<file path="src/rtl/fc_pkg.sv">
// Shared definitions for the FC-layer multiply-accumulate engine.
package fc_pkg;

    localparam int unsigned DEFAULT_N     = 8;
    localparam int unsigned DEFAULT_ACC_W = 2 * DEFAULT_N + 8;

    typedef enum logic [1:0] {
        ST_IDLE,
        ST_RUN,
        ST_ACC,
        ST_DONE
    } state_t;

    // Width of a counter that must hold values 0..n.
    function automatic int unsigned cnt_width(input int unsigned n);
        return $clog2(n + 1);
    endfunction

endpackage

</file>
<file path="src/rtl/booth_step.sv">
// One radix-2 Booth iteration: conditional add/sub of the multiplicand into the
// upper half of P, then an arithmetic shift right by one.
module booth_step #(
    parameter int unsigned W = 9
) (
    input  logic [2*W:0] p,
    input  logic [W-1:0] mx,
    output logic [2*W:0] p_next
);

    logic [W-1:0] upper;
    logic [2*W:0] sum_p;

    always_comb begin
        upper = p[2*W:W+1];
        unique case (p[1:0])
            2'b01:   upper = upper + mx;
            2'b10:   upper = upper - mx;
            default: upper = p[2*W:W+1];
        endcase
        sum_p  = {upper, p[W:0]};
        p_next = {sum_p[2*W], sum_p[2*W:1]};
    end

endmodule

</file>
<file path="src/rtl/booth_mac_seq.sv">
// Sequential radix-2 Booth multiply-accumulate with start/ready/done handshake.
// Latency is N+2 cycles from acceptance to the done pulse.
module booth_mac_seq
    import fc_pkg::*;
#(
    parameter int unsigned N     = DEFAULT_N,
    parameter int unsigned ACC_W = 2 * N + 8
) (
    input  logic             clk,
    input  logic             rst,
    input  logic             start,
    input  logic             is_signed,
    input  logic             acc_en,
    input  logic             acc_clr,
    input  logic [N-1:0]     m,
    input  logic [N-1:0]     r,
    output logic             ready,
    output logic             busy,
    output logic             done,
    output logic [2*N-1:0]   product,
    output logic [ACC_W-1:0] acc
);

    // One guard bit lets unsigned operands ride through a signed Booth datapath.
    localparam int unsigned W  = N + 1;
    localparam int unsigned CW = cnt_width(N);

    state_t          state;
    logic [2*W:0]    p;
    logic [2*W:0]    p_next;
    logic [W-1:0]    mx;
    logic [CW-1:0]   count;
    logic            signed_l;
    logic            en_l;
    logic            clr_l;

    logic [W-1:0]    m_ext;
    logic [W-1:0]    r_ext;
    logic [2*N-1:0]  prod_now;
    logic [ACC_W-1:0] prod_ext;
    logic [ACC_W-1:0] acc_base;
    logic [ACC_W-1:0] acc_add;

    booth_step #(
        .W (W)
    ) u_step (
        .p      (p),
        .mx     (mx),
        .p_next (p_next)
    );

    always_comb begin
        m_ext    = is_signed ? {m[N-1], m} : {1'b0, m};
        r_ext    = is_signed ? {r[N-1], r} : {1'b0, r};
        prod_now = p[2*N:1];
        if (signed_l) begin
            prod_ext = ACC_W'($signed(prod_now));
        end else begin
            prod_ext = ACC_W'(prod_now);
        end
        acc_base = clr_l ? '0 : acc;
        acc_add  = en_l ? prod_ext : '0;
    end

    always_ff @(posedge clk) begin
        if (rst) begin
            state    <= ST_IDLE;
            ready    <= 1'b1;
            busy     <= 1'b0;
            done     <= 1'b0;
            product  <= '0;
            acc      <= '0;
            p        <= '0;
            mx       <= '0;
            count    <= '0;
            signed_l <= 1'b0;
            en_l     <= 1'b0;
            clr_l    <= 1'b0;
        end else begin
            unique case (state)
                ST_IDLE, ST_DONE: begin
                    done <= 1'b0;
                    if (start) begin
                        state    <= ST_RUN;
                        ready    <= 1'b0;
                        busy     <= 1'b1;
                        p        <= {{W{1'b0}}, r_ext, 1'b0};
                        mx       <= m_ext;
                        count    <= '0;
                        signed_l <= is_signed;
                        en_l     <= acc_en;
                        clr_l    <= acc_clr;
                    end else begin
                        state <= ST_IDLE;
                        ready <= 1'b1;
                        busy  <= 1'b0;
                    end
                end
                ST_RUN: begin
                    p     <= p_next;
                    count <= count + CW'(1);
                    if (count == CW'(W - 1)) begin
                        state <= ST_ACC;
                    end
                end
                ST_ACC: begin
                    product <= prod_now;
                    acc     <= acc_base + acc_add;
                    state   <= ST_DONE;
                    ready   <= 1'b1;
                    busy    <= 1'b0;
                    done    <= 1'b1;
                end
                default: begin
                    state <= ST_IDLE;
                    ready <= 1'b1;
                    busy  <= 1'b0;
                    done  <= 1'b0;
                end
            endcase
        end
    end

endmodule

</file>
<file path="config.mk">
export PLATFORM = sky130hd
export DESIGN_NAME = booth_mac_seq
export DESIGN_NICKNAME = d
export VERILOG_FILES = /design/src/rtl/fc_pkg.sv /design/src/rtl/booth_step.sv /design/src/rtl/booth_mac_seq.sv
export SDC_FILE = /design/constraint.sdc
export NUM_CORES = 1
export LEC_CHECK = 0
export ABC_AREA = 1
export CAP_MARGIN = 40
export CORE_MARGIN = 3
export CORE_UTILIZATION = 29
export DETAILED_ROUTE_END_ITERATION = 16
export GPL_TIMING_DRIVEN = 0
export PLACE_DENSITY_LB_ADDON = 0.2
export SYNTH_ARGS = -nofsm -noshare
export SYNTH_HDL_FRONTEND = slang
export SYNTH_SLANG_ARGS = --single-unit
</file>
<file path="constraint.sdc">
create_clock -name clk -period 2.3 [get_ports clk]
set_clock_uncertainty 0.05 [all_clocks]
set_input_delay 0.345 -clock clk [delete_from_list [all_inputs] [get_ports clk]]
set_output_delay 0.345 -clock clk [all_outputs]
set_load 0.1 [all_outputs]
</file>
==> results_dict.tcl, run 1 <==
set metrics [dict create \
    wirelength_microns 17650 \
    cts_buffers 9 \
    route.detailed.drc 0 \
    num_rows 50 \
    dieArea_sq_mm 0.02102 \
    grt_first_pass_wirelength_microns 28370 \
    core_sq_mm 0.01883 \
    worst_ep_arrival_time_ps 2390 \
    irDropWorstVdd_mv 0.7250 \
    hold_viol 0 \
    cp_cell_sequence "buf_6, clkbuf_8, nand2_1, inv_1, ha_2, fa_2, buf_4, nand2_2, nand3_4, nand2_2, nand3_1, nand2_1, nand3_1, nand2_1, inv_1" \
    syn_to_final_growth_pct 44.06 \
    cpPeakStageDelay_ps 370 \
    final.period_utilization_pct 95.04 \
    syn_inst 920 \
    num-fill-cells 2030 \
    crit_buf_inv 5 \
    p_total_uw 10350 \
    cp.required_ps 2500 \
    globalplace.congestion 0.8641 \
    synth_edf_count 0 \
    synth_fp_nets 982 \
    hold_class "reg2reg" \
    final_util_pct 42.86 \
    power_switching_uw 5187 \
    clk_pin_slew_ps 70 \
    numPortBuffers 63 \
    drv_slew 0 \
    ys_seq_area_share_pct 28.23 \
    wl_per_cell_microns 13.51 \
    ctsHoldBuffers 0 \
    relSlewSlack_pct 59.04 \
    viasPerCell 4.490 \
    avgSynthCellArea_sq_um 6.090 \
    status "complete, no violations" \
    grt_max_degree 17 \
    initial_utilization_pct 29.75 \
    h-tree-depth 3 \
    sequentialPowerShare_pct 20.5 \
    p_int_uw 5168 \
    combinationalPowerShare_pct 63.3 \
    finalCriticalPeriod_ps 2186 \
    final_antenna_net_count 0 \
    cpMostUsedCell "nand2_1" \
    synth.distinct_cells 35 \
    powerDensity_mw_per_mm2 1283 \
    synthArstFlopShare_pct 0 \
    critical_path_peak_fanout 10 \
    drt_iter0_markers 273 \
    fin_ws_ps 114.0 \
    grt-ovfl-total 0 \
    ys_warn_count 0 \
    synth-seq-cells 79 \
    rsz0062_at_grt "yes" \
    die_h_microns 145.0 \
    ioPinCount 65 \
    drtPass1Iterations 4 \
    crit_type "reg2reg" \
    vias 5868 \
    critPathTopFamily "simple AND/OR/NAND/NOR gates" \
    cts_sinks 79 \
    swShare_pct 50.09 \
    maxCapViolCount 0 \
    timing.fmax_ghz 0.4575 \
    mappedNetlistArea_sq_mm 0.005603 \
    cp-start-kind "flop" \
    p_clk_share_pct 16.1 \
    p_leak_uw 0.003909 \
    cp-end-kind "flop" \
    drive_gt1_share_pct 17.86 \
    holdWs_ps 423.5 \
    max-clock-path-buffers 2 \
    fp.dieW_microns 145.0 \
    place_ws_ps -622.5 \
    ys.flop_type "dfxtp_1" \
    setup_violations 0 \
    critPathSlowestCell "fa_2" \
    nets 1104 \
    antenna_found_initial 0 \
    n_antenna_cell 0 \
    clock_latency_ps 350 \
    grt_pass1_vias 5667 \
    cts_tree "built" \
    grt_usage_pct 16.61 \
    worstMarginPinSlew_ps 614.3 \
    root_buffer "clkbuf_16" \
    dp_hpwl_microns 13670 \
]
layout make-up:
type / instances / area, sq um / area share (%)
Multi-Input combinational cell: 632 / 3603 / 44.64
Sequential cell: 79 / 1612 / 19.97
Timing Repair Buffer: 112 / 1334 / 16.52
Inverter: 180 / 685.7 / 8.495
Tap cell: 260 / 325.3 / 4.030
Clock buffer: 9 / 225.2 / 2.790
Buffer: 28 / 177.7 / 2.201
Clock inverter: 7 / 108.9 / 1.349
layer usage:
layer	up-vias	share of wire [%]	track usage (%)
met1	2658	46	20.76
met4	0	1.8	3.800
met3	23	2.4	2.811
met5	-	0	0
li1	3106	-	-
met2	81	50	29.88
worst register-to-register path, cell delays in order (launching register included):
cell	delay, ps
dfxtp_1	310
buf_6	130
clkbuf_8	160
nand2_1	70
inv_1	40
ha_2	190
fa_2	370
buf_4	180
nand2_2	90
nand3_4	100
nand2_2	90
nand3_1	80
nand2_1	60
nand3_1	70
nand2_1	70
inv_1	40
cell usage in the layout (no fill, tap or decap), types with 9 or more instances in the layout:
cell,Yosys,layout
inv_1,179,172
nor2_1,97,87
a21oi_1,73,65
dfxtp_2,0,18
ha_4,0,13
nand3_1,54,48
dfxtp_1,79,59
buf_8,0,42
o21ai_0,59,56
a31oi_1,10,10
ha_2,0,10
nand2_1,245,224
clkdlybuf4s50_1,0,63
nand4_1,9,9
ha_1,38,15
clkbuf_1,18,14
nand2_2,1,19
xor2_1,15,14
clkbuf_16,0,9
flip-flops by register name (all words and copies together) (netlist names):
signal,cells
ready,1
busy,1
en_l,1
clr_l,1
mx,9
p,18
state,2
acc,24
product,16
count,4
signed_l,1
done,1
path summary, 6_finish.rpt:
check                     from                   end  slack (ps)  cells past startpoint
max          en_l$_SDFFE_PP0P_  acc[22]$_SDFFE_PP0P_         110                     15
min          busy$_SDFFE_PP0P_     busy$_SDFFE_PP0P_         420                      2
max reg2reg  en_l$_SDFFE_PP0P_  acc[22]$_SDFFE_PP0P_         110                     15
min reg2reg  busy$_SDFFE_PP0P_     busy$_SDFFE_PP0P_         420                      2
timing repair:
action | CTS | global route
setup buffers | 1 | 5
hold endpoints to repair | 0 | 0
setup endpoints to repair | 26 | 23
resized for setup | 24 | 103
pin swaps | 1 | 15
synthesized netlist by cell type (2+ instances only):
master	instances	share of area, %
xnor2_1	3	0.47
a31oi_1	10	1.1
nor3_1	2	0.18
clkbuf_8	3	0.74
nand3b_1	2	0.27
o211ai_1	3	0.40
fa_1	2	0.71
and2_1	2	0.22
nand2_1	245	16
ha_1	38	8.5
o21ai_0	59	5.3
dfxtp_1	79	28
inv_1	179	12
a21o_1	4	0.54
xor2_1	15	2.3
nor2_1	97	6.5
nand3_1	54	4.8
buf_2	6	0.54
a21oi_1	73	6.5
clkbuf_1	18	1.2
o21ai_1	2	0.18
nor2_2	3	0.34
nand4_1	9	1.0
logic make-up (layout without fill, tap and decap cells):
group	Yosys count	count (layout)	synth area share (%)
AOI/OAI and AO/OA	156	156	14.74
xor gates and xnor gates	18	18	2.814
DFF	79	79	28.23
adders and majority gates	40	40	9.201
and+or+nand+nor	418	418	30.26
buffers and inverters	209	336	14.76
power by group through the flow:
stage                     Sequential (uW)  Clock (uW)  Combinational, uW
after global placement               2120           0               5350
after CTS                            2110        1710               6210
after detailed placement             2120           0               6120
after floorplan                      3690           0               2440
after global routing                 2180        1770               7110
final                                2130        1670               6560
metrics by stage:
stage	cells	TNS, ps	cell area [sq um]
after floorplan	920	0	5622
after global placement	1243	-8028	6578
after detailed placement	1286	-8126	7236
after CTS	1302	0	7656
after global routing	1307	-109.0	8071
final	1307	0	8071
(Power assumes the default switching activity.)
==> inputs of run 2 (changes only) <==
--- a/config.mk
+++ b/config.mk
@@ -13,4 +13,5 @@
 export GPL_TIMING_DRIVEN = 0
 export PLACE_DENSITY_LB_ADDON = 0.2
+export SKIP_CTS_REPAIR_TIMING = 1
 export SYNTH_ARGS = -nofsm -noshare
 export SYNTH_HDL_FRONTEND = slang
==> constraint.sdc (replaced) <==
create_clock -name clk -period 2.3 [get_ports clk]
set_clock_uncertainty 0.05 [all_clocks]
set_input_delay 0.69 -clock clk [delete_from_list [all_inputs] [get_ports clk]]
set_output_delay 0.69 -clock clk [all_outputs]
set_load 0.1 [all_outputs]
==> run 2 against run 1 <==
  * Fmax fell by 1.3%
  * Via count fell by 0.26%
  * Setup slack got worse by 30 ps
  * Combinational power barely moved
  * Final cell count barely moved
  * First-iteration DRC count rose by 8.4%
  * Critical path type unchanged
  * Highest routed layer unchanged
==> results_dict.tcl, run 2 (synthesis gave the netlist of run 1 again) <==
set metrics [dict create \
    status "complete, no violations" \
    timing.fmax_ghz 0.4513 \
    drive_gt1_share_pct 17.65 \
    endpoint "acc[16]$_SDFFE_PP0P_" \
    final_antenna_net_count 0 \
    clock_latency_ps 350 \
    globalplace.congestion 0.8641 \
    finalCriticalPeriod_ps 2216 \
    worst_ep_arrival_time_ps 2420 \
    cp.required_ps 2500 \
    top_regs "acc x24, p x18, product x16" \
    fp.dieW_microns 145.0 \
    setup_violations 0 \
    drtPass1Iterations 4 \
    hold_class "reg2reg" \
    core_sq_mm 0.01883 \
    grt-ovfl-total 0 \
    final_cell_mix "224 x nand2_1, 173 x inv_1, 87 x nor2_1" \
    crit_type "reg2reg" \
    reg2reg_slack_ps 80 \
    route.detailed.drc 0 \
    numPortBuffers 63 \
    cts_sinks 79 \
    ioPinCount 65 \
    holdWs_ps 423.4 \
    critPathSlowestCell "fa_2" \
    syn_to_final_growth_pct 43.52 \
    cpPeakStageDelay_ps 390 \
    worstReg2RegStart "en_l$_SDFFE_PP0P_" \
    worstMarginPinSlew_ps 655.0 \
    wl_per_cell_microns 13.42 \
    root_buffer "clkbuf_16" \
    cp-end-kind "flop" \
    h-tree-depth 3 \
    grt_max_degree 17 \
    relSlewSlack_pct 56.33 \
    wirelength_microns 17560 \
    final.period_utilization_pct 96.34 \
    r2r_cells 16 \
    initial_utilization_pct 29.75 \
    n_antenna_cell 0 \
    nets 1105 \
    maxCapViolCount 0 \
    vias 5853 \
    powerDensity_mw_per_mm2 1287 \
    startpoint "en_l$_SDFFE_PP0P_" \
    dieArea_sq_mm 0.02102 \
    final_common_cell "nand2_1" \
    hold_viol 0 \
    grt_usage_pct 16.46 \
    regArea_sq_mm 0.001613 \
    grt_first_pass_wirelength_microns 28130 \
    rsz0062_at_grt "yes" \
    grt_pass1_vias 5601 \
    num_rows 50 \
    dp_hpwl_microns 13670 \
    largest_reg_flops 24 \
    critPathTopFamily "simple AND/OR/NAND/NOR gates" \
    drt_iter0_markers 296 \
    critical_path_peak_fanout 10 \
    p_leak_uw 0.003893 \
    cp_cell_sequence "buf_6, buf_6, nand2_1, inv_1, ha_4, fa_2, nand3_1, nand3_2, nand2_1, nand2_2, nand3_1, nand2_1, nand2_1, nand3_1, nand2_1, inv_1" \
    max-clock-path-buffers 2 \
    num-fill-cells 2039 \
    irDropWorstVdd_mv 0.7266 \
    top_register "acc" \
    cp-start-kind "flop" \
    cts_tree "built" \
    p_total_uw 10350 \
    crit_buf_inv 4 \
    cpMostUsedCell "nand2_1" \
    cts_buffers 9 \
    cp.depth 16 \
    die_h_microns 145.0 \
    antenna_found_initial 0 \
    drv_slew 0 \
    viasPerCell 4.475 \
    clk_pin_slew_ps 70 \
    reg2reg_to "acc[16]$_SDFFE_PP0P_" \
    multi_input_area_sq_mm 0.003570 \
]
[run 2: worst min path at each step]
stage / start / end / cells past startpoint
global placement: p[0]$_SDFFE_PP0P_ / p[0]$_SDFFE_PP0P_ / 2
CTS: busy$_SDFFE_PP0P_ / busy$_SDFFE_PP0P_ / 2
detailed placement: busy$_SDFFE_PP0P_ / busy$_SDFFE_PP0P_ / 2
global route: busy$_SDFFE_PP0P_ / busy$_SDFFE_PP0P_ / 2
floorplan: p[0]$_SDFFE_PP0P_ / p[0]$_SDFFE_PP0P_ / 2
finish: busy$_SDFFE_PP0P_ / busy$_SDFFE_PP0P_ / 2
[run 2: where the power goes]
group	internal, uW	leakage [uW]	switching, uW
combinational	2390	0.00307	4160
clock	980	0.000165	690
sequential	1800	0.000656	330
[run 2: per-stage QoR]
step	std cells	util, %	TNS [ps]	setup WS, ps	cell area, sq um
after floorplan	920	-	0	11.74	5622
after global placement	1243	34.93	-8127	-621.6	6578
after detailed placement	1286	38.43	-8189	-622.5	7236
after CTS	1302	40.20	-8664	-646.7	7570
after global routing	1308	42.70	-152.3	-50.86	8041
final	1308	42.70	0	84.23	8041
[run 2: worst min-delay path, delay by kind of cell (launching register included)]
kind | cells | cell delay (ps)
simple gates | 1 | 60
flops | 1 | 320
compound gates | 1 | 50
[run 2: area by class of cell]
cell class,instances,share of cell area (%)
Buffer,28,2.147
Clock buffer,9,2.801
Clock inverter,7,1.354
Inverter,180,8.527
Multi-Input combinational cell,632,44.39
Sequential cell,79,20.06
Tap cell,260,4.045
Timing Repair Buffer,113,16.68
[run 2: layer usage]
metal | GRT usage [%] | part of all wire, % | up-vias
li1 | - | - | 3108
met2 | 29.58 | 50 | 62
met3 | 2.811 | 2.3 | 14
met5 | 0 | 0 | -
met4 | 3.420 | 1.2 | 0
met1 | 20.74 | 46 | 2669
